<file path="src/rtl/multi_cycle_ctrl_pkg.sv">
// Shared encodings for the multi-cycle MIPS control FSM: states, opcodes,
// ALU_op codes, mux selects and the control-word layout.
package ctrl_pkg;

  typedef enum logic [3:0] {
    S_FETCH  = 4'd0,
    S_DECODE = 4'd1,
    S_EXEC_R = 4'd2,
    S_WB_R   = 4'd3,
    S_EXEC_I = 4'd4,
    S_WB_I   = 4'd5,
    S_ADDR   = 4'd6,
    S_MEM_RD = 4'd7,
    S_WB_MEM = 4'd8,
    S_MEM_WR = 4'd9,
    S_BRANCH = 4'd10,
    S_JUMP   = 4'd11
  } state_e;

  localparam logic [5:0] OP_RTYPE = 6'b000000;
  localparam logic [5:0] OP_ADDIU = 6'b001001;
  localparam logic [5:0] OP_ORI   = 6'b001101;
  localparam logic [5:0] OP_LW    = 6'b100011;
  localparam logic [5:0] OP_SW    = 6'b101011;
  localparam logic [5:0] OP_BEQ   = 6'b000100;
  localparam logic [5:0] OP_J     = 6'b000010;

  localparam logic [1:0] ALU_ADD   = 2'b00;
  localparam logic [1:0] ALU_SUB   = 2'b01;
  localparam logic [1:0] ALU_RTYPE = 2'b10;
  localparam logic [1:0] ALU_OR    = 2'b11;

  localparam logic [1:0] PC_ALU    = 2'b00;
  localparam logic [1:0] PC_TARGET = 2'b01;
  localparam logic [1:0] PC_JUMP   = 2'b10;

  localparam logic [1:0] SRCB_RT      = 2'b00;
  localparam logic [1:0] SRCB_FOUR    = 2'b01;
  localparam logic [1:0] SRCB_IMM     = 2'b10;
  localparam logic [1:0] SRCB_IMM_SH2 = 2'b11;

  typedef struct packed {
    logic       mem_req;
    logic       mem_we;
    logic       i_or_d;
    logic       ir_write;
    logic       pc_write;
    logic [1:0] pc_src;
    logic       alu_src_a;
    logic [1:0] alu_src_b;
    logic [1:0] alu_op;
    logic       reg_write;
    logic       reg_dst;
    logic       mem_to_reg;
    logic       illegal;
  } ctrl_t;

  function automatic logic op_legal(input logic [5:0] op);
    return (op == OP_RTYPE) || (op == OP_ADDIU) || (op == OP_ORI) ||
           (op == OP_LW) || (op == OP_SW) || (op == OP_BEQ) || (op == OP_J);
  endfunction

endpackage

</file>
<file path="src/rtl/multi_cycle_ctrl_decode.sv">
// Combinational control-word decode from the current state and opcode.
// Only FETCH and BRANCH look past the state, at mem_ready and zero.
module multi_cycle_ctrl_decode
  import ctrl_pkg::*;
(
  input  state_e      state_i,
  input  logic [5:0]  op_i,
  input  logic        zero_i,
  input  logic        mem_ready_i,
  output ctrl_t       ctrl_o
);

  always_comb begin
    ctrl_o = '0;
    case (state_i)
      S_FETCH: begin
        ctrl_o.mem_req   = 1'b1;
        ctrl_o.alu_src_b = SRCB_FOUR;
        ctrl_o.alu_op    = ALU_ADD;
        ctrl_o.ir_write  = mem_ready_i;
        ctrl_o.pc_write  = mem_ready_i;
        ctrl_o.pc_src    = PC_ALU;
      end
      S_DECODE: begin
        ctrl_o.alu_src_b = SRCB_IMM_SH2;
        ctrl_o.alu_op    = ALU_ADD;
        ctrl_o.illegal   = !op_legal(op_i);
      end
      S_EXEC_R: begin
        ctrl_o.alu_src_a = 1'b1;
        ctrl_o.alu_src_b = SRCB_RT;
        ctrl_o.alu_op    = ALU_RTYPE;
      end
      S_WB_R: begin
        ctrl_o.reg_write = 1'b1;
        ctrl_o.reg_dst   = 1'b1;
      end
      S_EXEC_I: begin
        ctrl_o.alu_src_a = 1'b1;
        ctrl_o.alu_src_b = SRCB_IMM;
        ctrl_o.alu_op    = (op_i == OP_ORI) ? ALU_OR : ALU_ADD;
      end
      S_WB_I: ctrl_o.reg_write = 1'b1;
      S_ADDR: begin
        ctrl_o.alu_src_a = 1'b1;
        ctrl_o.alu_src_b = SRCB_IMM;
        ctrl_o.alu_op    = ALU_ADD;
      end
      S_MEM_RD: begin
        ctrl_o.mem_req = 1'b1;
        ctrl_o.i_or_d  = 1'b1;
      end
      S_WB_MEM: begin
        ctrl_o.reg_write  = 1'b1;
        ctrl_o.mem_to_reg = 1'b1;
      end
      S_MEM_WR: begin
        ctrl_o.mem_req = 1'b1;
        ctrl_o.mem_we  = 1'b1;
        ctrl_o.i_or_d  = 1'b1;
      end
      S_BRANCH: begin
        ctrl_o.alu_src_a = 1'b1;
        ctrl_o.alu_src_b = SRCB_RT;
        ctrl_o.alu_op    = ALU_SUB;
        ctrl_o.pc_src    = PC_TARGET;
        ctrl_o.pc_write  = zero_i;
      end
      S_JUMP: begin
        ctrl_o.pc_write = 1'b1;
        ctrl_o.pc_src   = PC_JUMP;
      end
      default: ctrl_o = '0;
    endcase
  end

endmodule

</file>
<file path="src/rtl/multi_cycle_ctrl.sv">
// Main control FSM of the multi-cycle MIPS core: state register, opcode
// latch and next-state logic; the control word comes from the decode block.
module multi_cycle_ctrl
  import ctrl_pkg::*;
(
  input  logic       clk,
  input  logic       rst,
  input  logic [5:0] opcode,
  input  logic       zero,
  input  logic       mem_ready,
  output logic       mem_req,
  output logic       mem_we,
  output logic       i_or_d,
  output logic       ir_write,
  output logic       pc_write,
  output logic [1:0] pc_src,
  output logic       alu_src_a,
  output logic [1:0] alu_src_b,
  output logic [1:0] ALU_op,
  output logic       reg_write,
  output logic       reg_dst,
  output logic       mem_to_reg,
  output logic       illegal,
  output logic [3:0] state
);

  state_e     state_q, state_d;
  logic [5:0] opcode_q;
  logic [5:0] dec_op;
  ctrl_t      ctrl_raw, ctrl;

  always_comb begin
    state_d = state_q;
    case (state_q)
      S_FETCH:  if (mem_ready) state_d = S_DECODE;
      S_DECODE: begin
        case (opcode)
          OP_RTYPE:        state_d = S_EXEC_R;
          OP_ADDIU, OP_ORI: state_d = S_EXEC_I;
          OP_LW, OP_SW:    state_d = S_ADDR;
          OP_BEQ:          state_d = S_BRANCH;
          OP_J:            state_d = S_JUMP;
          default:         state_d = S_FETCH;
        endcase
      end
      S_EXEC_R: state_d = S_WB_R;
      S_EXEC_I: state_d = S_WB_I;
      S_ADDR:   state_d = (opcode_q == OP_LW) ? S_MEM_RD : S_MEM_WR;
      S_MEM_RD: if (mem_ready) state_d = S_WB_MEM;
      S_MEM_WR: if (mem_ready) state_d = S_FETCH;
      default:  state_d = S_FETCH;
    endcase
  end

  always_ff @(posedge clk) begin
    if (rst) begin
      state_q  <= S_FETCH;
      opcode_q <= '0;
    end else begin
      state_q <= state_d;
      if (state_q == S_DECODE) opcode_q <= opcode;
    end
  end

  // DECODE sees the live opcode; later states use the copy latched at its end.
  assign dec_op = (state_q == S_DECODE) ? opcode : opcode_q;

  multi_cycle_ctrl_decode u_decode (
    .state_i     (state_q),
    .op_i        (dec_op),
    .zero_i      (zero),
    .mem_ready_i (mem_ready),
    .ctrl_o      (ctrl_raw)
  );

  // Reset blanks the whole control word combinationally so an aborted
  // memory access or write is withdrawn in the same cycle.
  assign ctrl  = rst ? '0 : ctrl_raw;
  assign state = rst ? 4'd0 : state_q;

  assign mem_req    = ctrl.mem_req;
  assign mem_we     = ctrl.mem_we;
  assign i_or_d     = ctrl.i_or_d;
  assign ir_write   = ctrl.ir_write;
  assign pc_write   = ctrl.pc_write;
  assign pc_src     = ctrl.pc_src;
  assign alu_src_a  = ctrl.alu_src_a;
  assign alu_src_b  = ctrl.alu_src_b;
  assign ALU_op     = ctrl.alu_op;
  assign reg_write  = ctrl.reg_write;
  assign reg_dst    = ctrl.reg_dst;
  assign mem_to_reg = ctrl.mem_to_reg;
  assign illegal    = ctrl.illegal;

endmodule

</file>
<file path="config.mk">
export PLATFORM = sky130hd
export DESIGN_NAME = multi_cycle_ctrl
export DESIGN_NICKNAME = d
export VERILOG_FILES = /design/src/rtl/multi_cycle_ctrl_pkg.sv /design/src/rtl/multi_cycle_ctrl_decode.sv /design/src/rtl/multi_cycle_ctrl.sv
export SDC_FILE = /design/constraint.sdc
export NUM_CORES = 1
export LEC_CHECK = 0
export ABC_AREA = 0
export BUFFER_PORTS_ARGS = -buffer_cell sky130_fd_sc_hd__buf_2
export CAP_MARGIN = 20
export CORE_MARGIN = 3
export CORE_UTILIZATION = 49
export DETAILED_ROUTE_END_ITERATION = 10
export PLACE_DENSITY = 0.89
export SKIP_CTS_REPAIR_TIMING = 1
export SYNTH_ARGS = -nofsm -noshare
export SYNTH_HDL_FRONTEND = slang
export SYNTH_SLANG_ARGS = --single-unit
</file>
<file path="constraint.sdc">
create_clock -name clk -period 2.7 [get_ports clk]
set_input_delay 0.405 -clock clk [delete_from_list [all_inputs] [get_ports clk]]
set_output_delay 0.405 -clock clk [all_outputs]
set_load 0.03 [all_outputs]
</file>
Word-level counts from Yosys, hierarchy flattened
Cells that the tools add are included.

storage, ports and cells
  flip-flop bits (word level) = 10
  bits of input ports = 10
  output and inout bits = 20
  word-level logic and storage cells = 67

cells by class
  equal/unequal tests = 27
  muxes and demuxes = 21
  reductions and logical operators = 17

operator list
  operator            number
  $eq 6x6->1 const B  5
  $pmux 4 s7          1
  $eq 6x4->1 const B  4
  $pmux 4 s6          1
  $mux 4              5
  $pmux 4 s5          1
  $eq 4x3->1 const B  4
  $eq 4x4->1 const B  4
  $mux 16             1
  $eq 6x2->1 const B  2
  $eq 6x3->1 const B  2
  $logic_not 6->1     2
  $mux 1              9
  $pmux 3 s3          1
  $eq 4x2->1 const B  2
  $logic_or 1x1->1    6
  $mux 6              1
  $ne 2x2->1 const B  3
  $reduce_or 2->1     3
  $reduce_or 3->1     2
  $eq 4x1->1 const B  1
  $logic_not 4->1     1
  $reduce_or 4->1     1
  $reduce_and 3->1    1
  other kinds (2)     2

Depth between registers and ports, before layout
  word-level depth = 12
  mapped depth = 6
  mapped depth without buffers = 4

Cells and area by module
Synthesis repeated with hierarchy kept, for this count alone.

unflattened totals
  cells, all modules = 127
  area total of the unflattened synthesis = 1,019.7 µm²

modules (own cells, without submodules)
  module                   instances  cells an instance  area an instance (µm²)  sequential area each (µm²)
  multi_cycle_ctrl         1          83                 742.0                   200.2
  multi_cycle_ctrl_decode  1          44                 277.8                   0.0

Least setup slack after synthesis
No wires, ideal clock.

  path kind = register to output
  start point = register state_q[3]
  end point = output port illegal
  data arrival time = 2,964 ps
  required time = 2,295 ps
  slack = -669 ps
  stages on the path, launching flop included = 7
  path buffers = 2
  path through = dfxtp_1 > buf_2 > or4b_4 > buf_6 > mux2i_2 > xor2_1 > a2111oi_0

between the ends
  longest elaborated chain between the ends = 12
  elaborated cells between the ends (all ways) = 18
  classes of those cells = eq/ne: 7; mux: 3; reduce/logical: 8

RTL lines
  item                                                  RTL line                                               source
  start, declared                                       multi_cycle_ctrl.sv:27                                 state_e state_q, state_d;
  start signal, assigned                                multi_cycle_ctrl.sv:60                                 state_q <= state_d;
  $eq 4x1->1 (*)                                        multi_cycle_ctrl_decode.sv:15, multi_cycle_ctrl.sv:66
  $mux 6                                                -
  $eq 6x4->1 / $logic_not 6->1 (equally long branches)  multi_cycle_ctrl_pkg.sv:59                             return (op == OP_RTYPE) || (op == OP_ADDIU) || (op == OP_ORI) ||
  $logic_or 1x1->1 (3 in series)                        multi_cycle_ctrl_pkg.sv:59
  $logic_or 1x1->1 (3 in series)                        multi_cycle_ctrl_pkg.sv:60                             (op == OP_LW) || (op == OP_SW) || (op == OP_BEQ) || (op == OP_J);
  $logic_not 1->1                                       multi_cycle_ctrl_decode.sv:27                          ctrl_o.illegal = !op_legal(op_i);
  $mux 1 (*)                                            multi_cycle_ctrl_decode.sv:15                          case (state_i)
  $mux 16 (*)                                           multi_cycle_ctrl.sv:78                                 assign ctrl = rst ? '0 : ctrl_raw;
  end, declared                                         multi_cycle_ctrl.sv:23                                 output logic illegal,

Every way passes the cells marked *; elsewhere a longest branch is shown, timed or not.

Worst setup path after layout
  start point = register state_q[1]
  end point = output port illegal

The elaborated chain is that of the path after synthesis.

==> flow_summary.ini <==
[setup_path]
r2r-end = state_q[0]$_SDFFE_PP0P_
crit_path_max_incr_delay_ns = 0.61
cp_top_family = simple AND/OR/NAND/NOR gates
r2r_slack_ns = 1.01
cp_max_fo = 9
worst_setup_path_end_kind = primary output
crit_path_top_delay_cell = or4b_4
arrival_ns = 2.17
r2r_cells = 5
path_class = reg -> out
rr_startpoint = state_q[2]$_SDFFE_PP0P_
crit_buf_inv = 1
crit_required_ns = 2.30
cp_cell_sequence = or4b_4, mux2i_2, xor2_1, a2111oi_1, buf_2
startpoint_type = flip-flop

[route]
wire_per_inst_um = 14.5
first_iter_violations = 51
wl_um = 2570
vias_per_cell = 6.08
route.detailed.drc = 0
drtAntennaViolNets = 0
vias = 1076
dr.pass1.iters = 5

[die]
start_util_pct = 55.5
ios = 30
core-area_um2 = 1590
die-width_um = 48.5
die_height_um = 48.5
row_count = 14
dieArea_um2 = 2350

[synth]
syn_inst = 127
synthAdderAreaFrac_pct = 0
synth-simple-area-share_pct = 42.6
synth_mux_area_share_pct = 1.56
synth_top_family_by_area = simple AND/OR/NAND/NOR gates
synth_xor_area_share_pct = 2.97
syn_area_um2 = 885
synth_warnings = 0
ys_seq_area_share_pct = 22.6
avgSynthCellArea_um2 = 6.97
postSynthNetCount = 137
synth_cell_types = 40
synth_compound_area_share_pct = 21.1
synth_seq_cells = 10

[finish]
num-fill-cells = 124
drive_gt1_share_pct = 28.1
seqCellArea_um2 = 200
multiInputGateArea_um2 = 613
syn_to_final_growth_pct = 22.2
fin_nets = 164
n_antenna_cell = 0
layout.cells.non_filler = 177

[sta]
final-hold-violation-count = 0
slew_headroom_pct = 70.4
fmax_ghz = 0.388
tightest_slew_ns = 0.444
fin_tns_setup_ns = 0
setup_viol = 0
drv_slew = 0
layout_min_cycle_time_ns = 2.57
rsz0062_at_grt = false
min_period_over_period_pct = 95.4
skew_ns = 0.000413

[grt]
grt_max_degree = 27
first_global_vias = 905
antenna_found_initial = 0
grt_overflow = 0
grt_use_total_pct = 22.2
grt_pass1_wl_um = 4280

[clock_network]
cts_sinks = 10
cts_made_buffers = 3
cts.reportedPaths.clkPinSlew_ns = 0.07
cts.path.max_buffers = 2
cts-root-buf = clkbuf_4
cts_tree = done
clk_latency_ns = 0.26
cts.htree.levels = 1

[outcome]
status = complete, no violations

[place]
hpwl_um = 1840
io_buffer_count = 29
dp.cells = 173
gp_congestion = 0.895

[min_path]
hold-path-cell-count = 3
worstHoldStart = opcode[5]
whs_endpoint = opcode_q[5]$_SDFF_PP0_
min_path_type = in -> reg

[power]
peakVddDrop_mv = 0.247
p_per_area_nw_per_um2 = 369
p_leak_nw = 0.468

[run]
cap_violations = 0
[where the power goes]
group          total [W]  internal, W  leakage [nW]  switching (W)
clock network   0.000132    0.0000818        0.0210      0.0000503
registers       0.000160     0.000155        0.0815     0.00000556
logic           0.000106    0.0000375         0.365      0.0000686
total           0.000398     0.000274         0.468       0.000124
[through the flow]
step | total power, W | cell area, um^2 | hold WS [ns] | util (%) | setup WS [ns]
after global placement | 0.000263 | 1040 | 0.458 | 65.1 | 0.446
after floorplan | 0.000235 | 888 | 0.440 | - | -0.288
after detailed placement | 0.000267 | 1040 | 0.466 | 65.1 | 0.337
after global routing | 0.000417 | 1080 | 0.418 | 67.8 | 0.0281
final | 0.000398 | 1080 | 0.417 | 67.8 | 0.125
after CTS | 0.000399 | 1070 | 0.408 | 67.4 | 0.0353
[how the worst max path moves through the flow]
stage | from | end | cells past startpoint
after floorplan | state_q[3]$_SDFFE_PP0P_ | illegal | 6
after global placement | state_q[0]$_SDFFE_PP0P_ | ALU_op[1] | 6
after detailed placement | state_q[0]$_SDFFE_PP0P_ | ALU_op[1] | 6
after CTS | state_q[0]$_SDFFE_PP0P_ | ALU_op[1] | 6
after global routing | state_q[1]$_SDFFE_PP0P_ | illegal | 5
final | state_q[1]$_SDFFE_PP0P_ | illegal | 5
[worst min-delay path, delay by kind of cell]
kind	cells	cell delay [ns]
buffers and inverters	1	0.12
AO/OA/AOI/OAI	1	0.05
AND/OR/NAND/NOR	1	0.05
[synth_stat cells]
master / count / area, um^2
nand2_1: 17 / 63.8
nor2_1: 15 / 56.3
dfxtp_1: 10 / 200
a21oi_1: 9 / 45.0
clkbuf_1: 6 / 22.5
nor3_1: 6 / 30.0
inv_1: 5 / 18.8
nand2b_1: 4 / 25.0
nand4_1: 4 / 25.0
a2111oi_0: 3 / 26.3
a22oi_1: 3 / 22.5
nand3b_1: 3 / 22.5
nor2b_1: 3 / 18.8
nor4_1: 3 / 18.8
o22ai_1: 3 / 18.8
a32oi_1: 2 / 17.5
buf_1: 2 / 7.51
buf_2: 2 / 10.0
buf_6: 2 / 22.5
nand3_1: 2 / 10.0
or3_1: 2 / 12.5
or4_1: 2 / 15.0
xor2_1: 2 / 17.5
a21o_1: 1 / 7.51
a31oi_1: 1 / 6.26
a31oi_2: 1 / 12.5
and2_1: 1 / 6.26
and3_1: 1 / 6.26
mux2i_2: 1 / 13.8
nand4bb_1: 1 / 11.3
nor3b_1: 1 / 7.51
nor4b_1: 1 / 8.76
nor4b_2: 1 / 15.0
nor4bb_1: 1 / 10.0
o21a_1: 1 / 7.51
o21ai_0: 1 / 5.00
o311a_1: 1 / 10.0
o31ai_1: 1 / 7.51
or4b_4: 1 / 13.8
xnor2_1: 1 / 8.76
[sequential cells by signal, indices dropped and copies added, names as in the netlist]
name      count
opcode_q      6
state_q       4
[cells by family after synthesis]
group	count (synthesis)
flops	10
compound gates	27
mux	1
buf+inv	17
simple gates	69
xor+xnor	3
[cells in the final DEF, fill, tap and decap left out, types with 2 or more instances in the layout]
cell / netlist / layout
or4_1: 2 / 2
clkbuf_4: 0 / 3
buf_2: 2 / 29
nor2_1: 15 / 15
or3_1: 2 / 2
nand3_1: 2 / 2
a22oi_1: 3 / 3
a32oi_1: 2 / 2
o22ai_1: 3 / 3
inv_1: 5 / 5
nand2_1: 17 / 17
nor4b_2: 1 / 2
a21oi_1: 9 / 9
xor2_1: 2 / 2
nor2b_1: 3 / 3
dfxtp_1: 10 / 10
nand2b_1: 4 / 4
buf_4: 0 / 5
nor4_1: 3 / 3
nor3_1: 6 / 6
a2111oi_1: 0 / 3
nand3b_1: 3 / 3
nand4_1: 4 / 4
[final cells by class]
type | instances | share of cell area (%)
clock buffers | 4 | 3.36
multi-input cells | 100 | 56.7
repair buffers | 34 | 16.9
inverters | 5 | 1.74
flip-flops and latches | 10 | 18.5
well taps | 24 | 2.78
[per-layer routing]
| layer | track usage, % | vias up | share of wire (%) |
|---|---|---|---|
| li1 | - | 521 | - |
| met2 | 35.8 | 71 | 47 |
| met3 | 2.45 | 4 | 11 |
| met1 | 31.2 | 480 | 41 |
| met5 | 0 | - | 0 |
| met4 | 6.16 | 0 | 0.70 |
No activity file was read; power rests on OpenSTA's default activity.
